File: src/rtl/multicycle_sequencer_if.sv
// Shared RAM port between the sequencer (master) and the memory (slave).
// One request at a time; mem_req is held until mem_ready completes it.
interface multicycle_sequencer_if #(
  parameter int PC_W = 12
);
  logic            mem_req;
  logic            mem_we;
  logic [PC_W-1:0] mem_addr;
  logic [15:0]     mem_rdata;
  logic            mem_ready;

  modport master (
    output mem_req, mem_we, mem_addr,
    input  mem_rdata, mem_ready
  );

  modport slave (
    input  mem_req, mem_we, mem_addr,
    output mem_rdata, mem_ready
  );
endinterface

File: src/rtl/multicycle_sequencer.sv
// Multi-cycle control FSM for the 16-bit CPU: owns PC/IR/flags, shares one RAM port
// between fetch and LD/ST. Define SEQ_WATCHDOG_EN to trap on overlong mem_ready waits.
module multicycle_sequencer #(
  parameter int PC_W        = 12,
  parameter int WDOG_CYCLES = 255
) (
  input  logic                    clk,
  input  logic                    reset,
  input  logic                    run,
  input  logic [15:0]             operand_1,
  input  logic [15:0]             operand_2,
  multicycle_sequencer_if.master  bus,
  output logic [15:0]             ir,
  output logic [PC_W-1:0]         pc,
  output logic                    reg_we,
  output logic                    mem_to_reg,
  output logic                    imm_sel,
  output logic                    alu_op,
  output logic                    zf,
  output logic                    cf,
  output logic                    busy,
  output logic                    trap
);

  typedef enum logic [2:0] {
    S_IDLE, S_FETCH, S_DECODE, S_EXEC, S_MEM, S_WB, S_TRAP
  } state_t;

  localparam logic [3:0] OP_AND  = 4'h1, OP_ADD  = 4'h2, OP_LD   = 4'h3, OP_ST   = 4'h4,
                         OP_ANDI = 4'h5, OP_ADDI = 4'h7, OP_CMP  = 4'h8, OP_JMP  = 4'h9,
                         OP_JE   = 4'hA, OP_JA   = 4'hB, OP_JB   = 4'hC, OP_JBE  = 4'hD,
                         OP_JAE  = 4'hE;

  state_t          state, state_n;
  logic [PC_W-1:0] pc_n;
  logic [15:0]     ir_n;
  logic            zf_n, cf_n;
  logic            req, we;
  logic [PC_W-1:0] addr;
  logic            wdog_hit;

  logic [3:0] op;
  logic       is_ld, is_st, illegal, taken;
  logic [PC_W-1:0] pc_inc, pc_jmp;

  assign op      = ir[15:12];
  assign is_ld   = (op == OP_LD);
  assign is_st   = (op == OP_ST);
  assign illegal = (op == 4'h0) || (op == 4'h6) || (op == 4'hF);
  assign pc_inc  = pc + PC_W'(1);
  assign pc_jmp  = pc + PC_W'(ir[11:0]);

  always_comb begin
    taken = 1'b0;
    case (op)
      OP_JMP:  taken = 1'b1;
      OP_JE:   taken = zf & ~cf;
      OP_JA:   taken = ~zf & ~cf;
      OP_JB:   taken = ~zf & cf;
      OP_JBE:  taken = zf | cf;
      OP_JAE:  taken = ~cf;
      default: taken = 1'b0;
    endcase
  end

`ifdef SEQ_WATCHDOG_EN
  // Counter is at least 8 bits; a wider WDOG_CYCLES widens it.
  localparam int WD_W = ($clog2(WDOG_CYCLES + 1) > 8) ? $clog2(WDOG_CYCLES + 1) : 8;
  logic [WD_W-1:0] wd_cnt;

  // Only FETCH/MEM raise mem_req, and both are left on mem_ready, so clearing
  // whenever no wait is in progress means each entry starts from zero.
  always_ff @(posedge clk) begin
    if (reset)                        wd_cnt <= '0;
    else if (req && !bus.mem_ready)   wd_cnt <= wd_cnt + WD_W'(1);
    else                              wd_cnt <= '0;
  end

  assign wdog_hit = req && !bus.mem_ready && (wd_cnt == WD_W'(WDOG_CYCLES - 1));
`else
  assign wdog_hit = 1'b0;
`endif

  always_comb begin
    state_n    = state;
    pc_n       = pc;
    ir_n       = ir;
    zf_n       = zf;
    cf_n       = cf;
    req        = 1'b0;
    we         = 1'b0;
    addr       = pc;
    reg_we     = 1'b0;
    mem_to_reg = 1'b0;

    case (state)
      S_IDLE: if (run) state_n = S_FETCH;

      S_FETCH: begin
        req  = 1'b1;
        addr = pc;
        if (bus.mem_ready) begin
          ir_n    = bus.mem_rdata;
          state_n = S_DECODE;
        end else if (wdog_hit) begin
          state_n = S_TRAP;
        end
      end

      S_DECODE: state_n = illegal ? S_TRAP : S_EXEC;

      S_EXEC: begin
        state_n = run ? S_FETCH : S_IDLE;
        case (op)
          OP_AND, OP_ADD, OP_ANDI, OP_ADDI: state_n = S_WB;
          OP_LD, OP_ST:                     state_n = S_MEM;
          OP_CMP: begin
            zf_n = (operand_1 == operand_2);
            cf_n = (operand_1 <  operand_2);
            pc_n = pc_inc;
          end
          default: pc_n = taken ? pc_jmp : pc_inc;
        endcase
      end

      S_MEM: begin
        req  = 1'b1;
        we   = is_st;
        addr = PC_W'(ir[7:0]);
        if (bus.mem_ready) begin
          if (is_ld) begin
            state_n = S_WB;
          end else begin
            pc_n    = pc_inc;
            state_n = run ? S_FETCH : S_IDLE;
          end
        end else if (wdog_hit) begin
          state_n = S_TRAP;
        end
      end

      S_WB: begin
        reg_we     = 1'b1;
        mem_to_reg = is_ld;
        pc_n       = pc_inc;
        state_n    = run ? S_FETCH : S_IDLE;
      end

      S_TRAP:  state_n = S_TRAP;
      default: state_n = S_IDLE;
    endcase
  end

  always_ff @(posedge clk) begin
    if (reset) begin
      state <= S_IDLE;
      pc    <= '0;
      ir    <= '0;
      zf    <= 1'b0;
      cf    <= 1'b0;
    end else begin
      state <= state_n;
      pc    <= pc_n;
      ir    <= ir_n;
      zf    <= zf_n;
      cf    <= cf_n;
    end
  end

  assign bus.mem_req  = req;
  assign bus.mem_we   = we;
  assign bus.mem_addr = addr;

  assign imm_sel = (op == OP_ANDI) || (op == OP_ADDI);
  assign alu_op  = ir[13];
  assign busy    = (state != S_IDLE) && (state != S_TRAP);
  assign trap    = (state == S_TRAP);

endmodule

File: src/flat_wrapper.sv
// flat-port wrapper written by rule: the top's interface ports become plain ports
module multicycle_sequencer_flat 
#(
  parameter int PC_W        = 12,
  parameter int WDOG_CYCLES = 255
)
  (clk, reset, run, operand_1, operand_2, ir, pc, reg_we, mem_to_reg, imm_sel, alu_op, zf, cf, busy, trap, bus_mem_req, bus_mem_we, bus_mem_addr, bus_mem_rdata, bus_mem_ready);
  multicycle_sequencer_if #(.PC_W(PC_W)) bus_i ();
  input  logic clk;
  input  logic reset;
  input  logic run;
  input  logic [15:0] operand_1;
  input  logic [15:0] operand_2;
  output logic [15:0] ir;
  output logic [PC_W-1:0] pc;
  output logic reg_we;
  output logic mem_to_reg;
  output logic imm_sel;
  output logic alu_op;
  output logic zf;
  output logic cf;
  output logic busy;
  output logic trap;
  output wire logic [$bits(bus_i.mem_req)-1:0] bus_mem_req;
  output wire logic [$bits(bus_i.mem_we)-1:0] bus_mem_we;
  output wire logic [$bits(bus_i.mem_addr)-1:0] bus_mem_addr;
  input wire logic [$bits(bus_i.mem_rdata)-1:0] bus_mem_rdata;
  input wire logic [$bits(bus_i.mem_ready)-1:0] bus_mem_ready;
  assign bus_mem_req = bus_i.mem_req;
  assign bus_mem_we = bus_i.mem_we;
  assign bus_mem_addr = bus_i.mem_addr;
  assign bus_i.mem_rdata = bus_mem_rdata;
  assign bus_i.mem_ready = bus_mem_ready;
  multicycle_sequencer #(.PC_W(PC_W), .WDOG_CYCLES(WDOG_CYCLES)) u_core (.clk(clk), .reset(reset), .run(run), .operand_1(operand_1), .operand_2(operand_2), .bus(bus_i), .ir(ir), .pc(pc), .reg_we(reg_we), .mem_to_reg(mem_to_reg), .imm_sel(imm_sel), .alu_op(alu_op), .zf(zf), .cf(cf), .busy(busy), .trap(trap));
endmodule
File: config.mk
export PLATFORM = sky130hd
export DESIGN_NAME = multicycle_sequencer_flat
export DESIGN_NICKNAME = d
export VERILOG_FILES = /design/src/rtl/multicycle_sequencer_if.sv /design/src/rtl/multicycle_sequencer.sv /design/src/flat_wrapper.sv
export SDC_FILE = /design/constraint.sdc
export NUM_CORES = 1
export LEC_CHECK = 0
export CAP_MARGIN = 10
export CORE_MARGIN = 4
export CORE_UTILIZATION = 47
export CTS_CLUSTER_SIZE = 30
export DETAILED_ROUTE_END_ITERATION = 10
export GPL_ROUTABILITY_DRIVEN = 0
export PLACE_DENSITY = 0.82
export REMOVE_ABC_BUFFERS = 1
export SLEW_MARGIN = 15
export SYNTH_ARGS = -nofsm -noshare
export SYNTH_HDL_FRONTEND = slang
export SYNTH_SLANG_ARGS = --single-unit
File: constraint.sdc
create_clock -name clk -period 2.4 [get_ports clk]
set_input_delay 0.48 -clock clk [delete_from_list [all_inputs] [get_ports clk]]
set_output_delay 0.48 -clock clk [all_outputs]
set_load 0.1 [all_outputs]
== Yosys cells after proc, flatten, opt, wreduce, memory -nomap -nowiden ==
Index checks and enable logic that the tools add are counted.

* Register bits: 33
* Word-level logic and storage cells: 77
* Input port bits: 52
* Output and inout bits: 50

* Bitwise operators: 6
* Muxes and demuxes: 19
* Reduce and logical (&&, ||, !) cells: 16
* $lt $le $gt $ge: 1
* Equal/unequal tests: 28
* $add $sub $neg: 2

{| class="wikitable"
|+ Operators with widths
! operator !! number
|-
| two-way mux 12 bit || 4
|-
| case mux 12 bit (3 select lines) || 1
|-
| equality test 4 bit (second input constant) || 8
|-
| case mux 12 bit (2 select lines) || 1
|-
| case mux 3 bit (7 select lines) || 1
|-
| equality test 16 bit || 1
|-
| equality test 4 x 3 -> 1 bit (second input constant) || 4
|-
| less-than comparator 16 bit || 1
|-
| two-way mux 3 bit || 5
|-
| adder 12 x 1 -> 12 bit (second input constant) || 1
|-
| adder 12 bit || 1
|-
| inequality test 2 bit (second input constant) || 5
|-
| equality test 3 bit (second input constant) || 3
|-
| equality test 4 x 2 -> 1 bit (second input constant) || 2
|-
| equality test 3 x 2 -> 1 bit (second input constant) || 2
|-
| case mux 1 bit (6 select lines) || 1
|-
| case mux 3 bit (2 select lines) || 1
|-
| nonzero test 3 bit || 2
|-
| OR reduction 6 bit || 1
|-
| two-way mux 1 bit || 5
|-
| equality test 4 x 1 -> 1 bit (second input constant) || 1
|-
| logical NOT 4 bit || 1
|-
| AND reduction 2 bit || 2
|-
| AND reduction 4 bit || 1
|-
| other kinds (11) || 17
|}

== Logic depth before layout (Yosys ltp) ==
* Word-level depth: 6
* Mapped depth: 9
* Gate-level depth less buffers: 9

== Worst setup path before layout ==
No wires, ideal clock.

* Kind: register to output
* Start: register u_core.ir[12]
* End: output port imm_sel
* Cell stages (with the launch flop): 4
* Slack: -1.566 ns
* Data required time: 1.920 ns
* Path buffers: 1
* Arrival time: 3.486 ns
* Cells stage by stage: dfxtp_1 > buf_6 > inv_1 > nor3b_1

* Word-level cells in the longest chain between the ends: 2
* Elaborated cells on any way between the ends: 3

{| class="wikitable"
|+ RTL lines
! item !! RTL line !! RTL
|-
| start, declared || multicycle_sequencer.sv:13 || <nowiki>output logic [15:0] ir,</nowiki>
|-
| start signal, assigned || multicycle_sequencer.sv:164 || <nowiki>ir <= ir_n;</nowiki>
|-
| equality test 4 x 3 -> 1 bit || multicycle_sequencer.sv:174 || <nowiki>assign imm_sel = (op == OP_ANDI) || (op == OP_ADDI);</nowiki>
|-
| logical OR 1 bit * || multicycle_sequencer.sv:174 ||
|-
| end, declared || flat_wrapper.sv:18 || <nowiki>output logic imm_sel;</nowiki>
|}

Mark *: on every way between the ends. The rest lies on a longest branch, timed or not.

== Worst setup path in the final report ==
* Start: register u_core.state[1]
* End: output port bus_mem_addr[5]

* Word-level cells in the longest chain between the ends: 2

{| class="wikitable"
|+ RTL lines
! item !! RTL line !! RTL
|-
| start, declared || multicycle_sequencer.sv:34 || <nowiki>state_t state, state_n;</nowiki>
|-
| start signal, assigned || multicycle_sequencer.sv:162 || <nowiki>state <= state_n;</nowiki>
|-
| equality test 3 bit || multicycle_sequencer.sv:96 || <nowiki>case (state)</nowiki>
|-
| two-way mux 12 bit || multicycle_sequencer.sv:96 ||
|-
| end, declared || flat_wrapper.sv:26 || <nowiki>output wire logic [$bits(bus_i.mem_addr)-1:0] bus_mem_addr;</nowiki>
|}

No other way between the ends.

==> run metrics <==
CP endpoint kind primary output; simple-gate portion of the synthesized area 28.1%; drt wl/cell ~15 µm; Syn Inst Count 405; row cnt 28; post-synth cell types 69; fraction of final layout cells sized beyond drive strength 1 slightly below 20%; setup ws final 0.0988 ns; hold buffers post-CTS 0; TritonRoute pass-1 iters 5; Die X slightly below 90 µm; n_diodes 0; actual slew at the worst max-slew pin 0.661 ns; CTS sink count 33; synthesized cell area 2980 µm²; fmax 435 MHz; Vias/cell ~5.8; clock skew between 0.005 and 0.006 ns; final core area utilization 72.4%; FFs w/ async S/R, synth 0%; initial antenna violation count 0; pre-CTS setup slack 0.0337 ns; Synth Area in Compound Gates 25.3%; die area between 7000 and 8000 µm²; grt total ovfl 0; run status completed; number of I/O pins 102; Post-Synth Adder-Cell Area approximately an eighth; H-tree levels 2; fillers 504; fin crit share ~96%; startpoint types register; vias in the first global route 3211; initial cell density of the core 49.4%; CP Class reg2out; Reg clk slew, reported paths 0.08 ns; Yosys warning total 0; Period minus WS final 2.30 ns; Max Cap Viol 0; static leakage 0.00186 µW; Post-synth top flop dfxtp_1; xor/xnor share of the synthesized area 2.06%; HPWL after detailed placement ~7000 µm; total track usage a little under a quarter; Slew Limit Fails 0; Setup-failing EPs final 0; worst-path fanout max 9; WP data required 1.92 ns; largest net degree at the start of global routing 18; Post CTS Setup Buffer Count 0; top cells by area, synth dfxtp_1 (22%), ha_1 (12%), nand2_1 (7.8%); # DRC 0; multi-input logic area 2090 µm²; CTS resizes 0; TritonCTS clock tree done; Pwr Density approximately 630 nW/µm²; peak supply drop 390 µV; WL final ~9000 µm; Root Driver clkbuf_8; Hold WC Path Type reg2reg; Layout area overhead 46.4%; first-pass GRT wire length 14500 µm; FF+latch count, synth 33; area fraction of the dominant cell type after synthesis between 20 and 25%; Starting DRT DRC Count 310; DIE HEIGHT approximately 90 µm; register area 663 µm²; Antenna Violating Nets Remaining 0; Post-synth EDFFs 0; Avg Inst Size Synth 7.36 µm²; total CTS buffers 5; area leader, netlist dfxtp_1; Final Hold Viols 0; clk_lat worst skew 0.30 ns; main combinational cell family by area after synthesis simple AND/OR/NAND/NOR gates; sequential area share after synthesis 22.2%; layout net count 597; Core ar. 6030 µm²; Slew Limit Headroom 55.8%; Critical Path AT 1.82 ns; CTS max path bufs 2; Port Buffer Count 101; Vias around 3400; mux cell area share after synthesis 2.23%
## kinds of logic (layout without fill, tap and decap cells)
| kind of cell | after synthesis | count (layout) |
|---|---|---|
| AOI/OAI and AO/OA | 114 | 114 |
| xor gates and xnor gates | 7 | 7 |
| adders and majority gates | 29 | 29 |
| buffers and inverters | 49 | 161 |
| DFF | 33 | 33 |
| muxes | 6 | 6 |
| and+or+nand+nor | 167 | 167 |
## cell type report
class | count | share of cell area (%)
Inverter | 28 | 2.41
Multi-Input combinational cell | 323 | 48.0
Clock inverter | 3 | 1.06
Tap cell | 75 | 2.15
Clock buffer | 5 | 1.58
Sequential cell | 33 | 15.2
Timing Repair Buffer | 125 | 29.6
## stage by stage
| step | setup TNS [ns] | cell area (µm²) | hold WS [ns] | power, µW | cells |
|---|---|---|---|---|---|
| final | 0 | 4360 | 0.475 | 2740 | 592 |
| after detailed placement | 0 | 4240 | 0.461 | 2190 | 584 |
| after floorplan | -22.26 | 2860 | 0.546 | 1720 | 384 |
| after global placement | 0 | 4240 | 0.457 | 2160 | 584 |
| after global routing | -0.00416 | 4360 | 0.505 | 2870 | 592 |
| after CTS | 0 | 4360 | 0.473 | 2740 | 592 |
## worst max-delay path, cell delays in order (launching register included)
cell and delay [ns]:
dfxtp_1 0.38, nand2b_1 0.22, nor2_1 0.16, buf_4 0.21, mux2_2 0.37, buf_12 0.17
## where the power goes
group	switching, µW	internal [µW]
Clock	245	311
Combinational	998	478
Sequential	99.1	610
Total	1340	1400
## registers in the layout, summed over array words and instances, names as in the netlist
name and count:
u_core.zf 1, u_core.pc 12, u_core.cf 1, u_core.ir 16, u_core.state 3
## cell usage after synthesis (all sizes together) (2+ instances only)
| cell type | instances |
|---|---|
| nand2 | 62 |
| a21oi | 39 |
| dfxtp | 33 |
| ha | 28 |
| inv | 28 |
| nor2 | 28 |
| o21ai | 22 |
| nor3 | 18 |
| buf | 13 |
| nor2b | 13 |
| clkbuf | 8 |
| a211oi | 7 |
| and2 | 7 |
| and3 | 7 |
| nand3 | 7 |
| o21a | 7 |
| xnor2 | 6 |
| mux2 | 5 |
| nand4 | 5 |
| a21o | 4 |
| nor3b | 4 |
| o22ai | 4 |
| a221oi | 3 |
| or2 | 3 |
| or3 | 3 |
| a211o | 2 |
| a22oi | 2 |
| a311oi | 2 |
| a31oi | 2 |
| and4 | 2 |
| nand2b | 2 |
## path summary, 6_finish.rpt
kind                   start              end  slack (ns)  cells past startpoint
min            u_core.ir[15]    u_core.ir[15]        0.48                      2
max          u_core.state[1]  bus_mem_addr[5]         0.1                      5
min reg2reg    u_core.ir[15]    u_core.ir[15]        0.48                      2
max reg2reg     u_core.ir[0]     u_core.pc[8]        0.13                     10
## placed cells by master (no fill, tap or decap), types with 5 or more instances in the layout
master,synthesis,routed
buf_12,0,18
nand4_1,5,5
buf_4,2,56
o21ai_1,6,7
nand3_1,6,6
nand2_1,62,62
xnor2_1,6,6
inv_1,28,28
o21ai_0,16,15
and2_1,6,6
dfxtp_1,33,31
mux2_2,5,5
ha_1,28,27
o21a_1,7,7
clkbuf_8,0,5
and3_1,7,7
nor2b_1,13,13
nor2_1,27,27
clkdlybuf4s50_1,0,51
nor3_1,18,18
a211oi_1,6,6
a21oi_1,39,39
## routing by layer
layer	vias up	wire length [µm]	GRT usage (%)
met1	1558	3490	27.2
met4	0	166	6.42
met5	-	0	0
met3	24	921	6.21
li1	1679	-	-
met2	164	4460	42.3
Note: power is estimated with default switching activity, not from simulation.
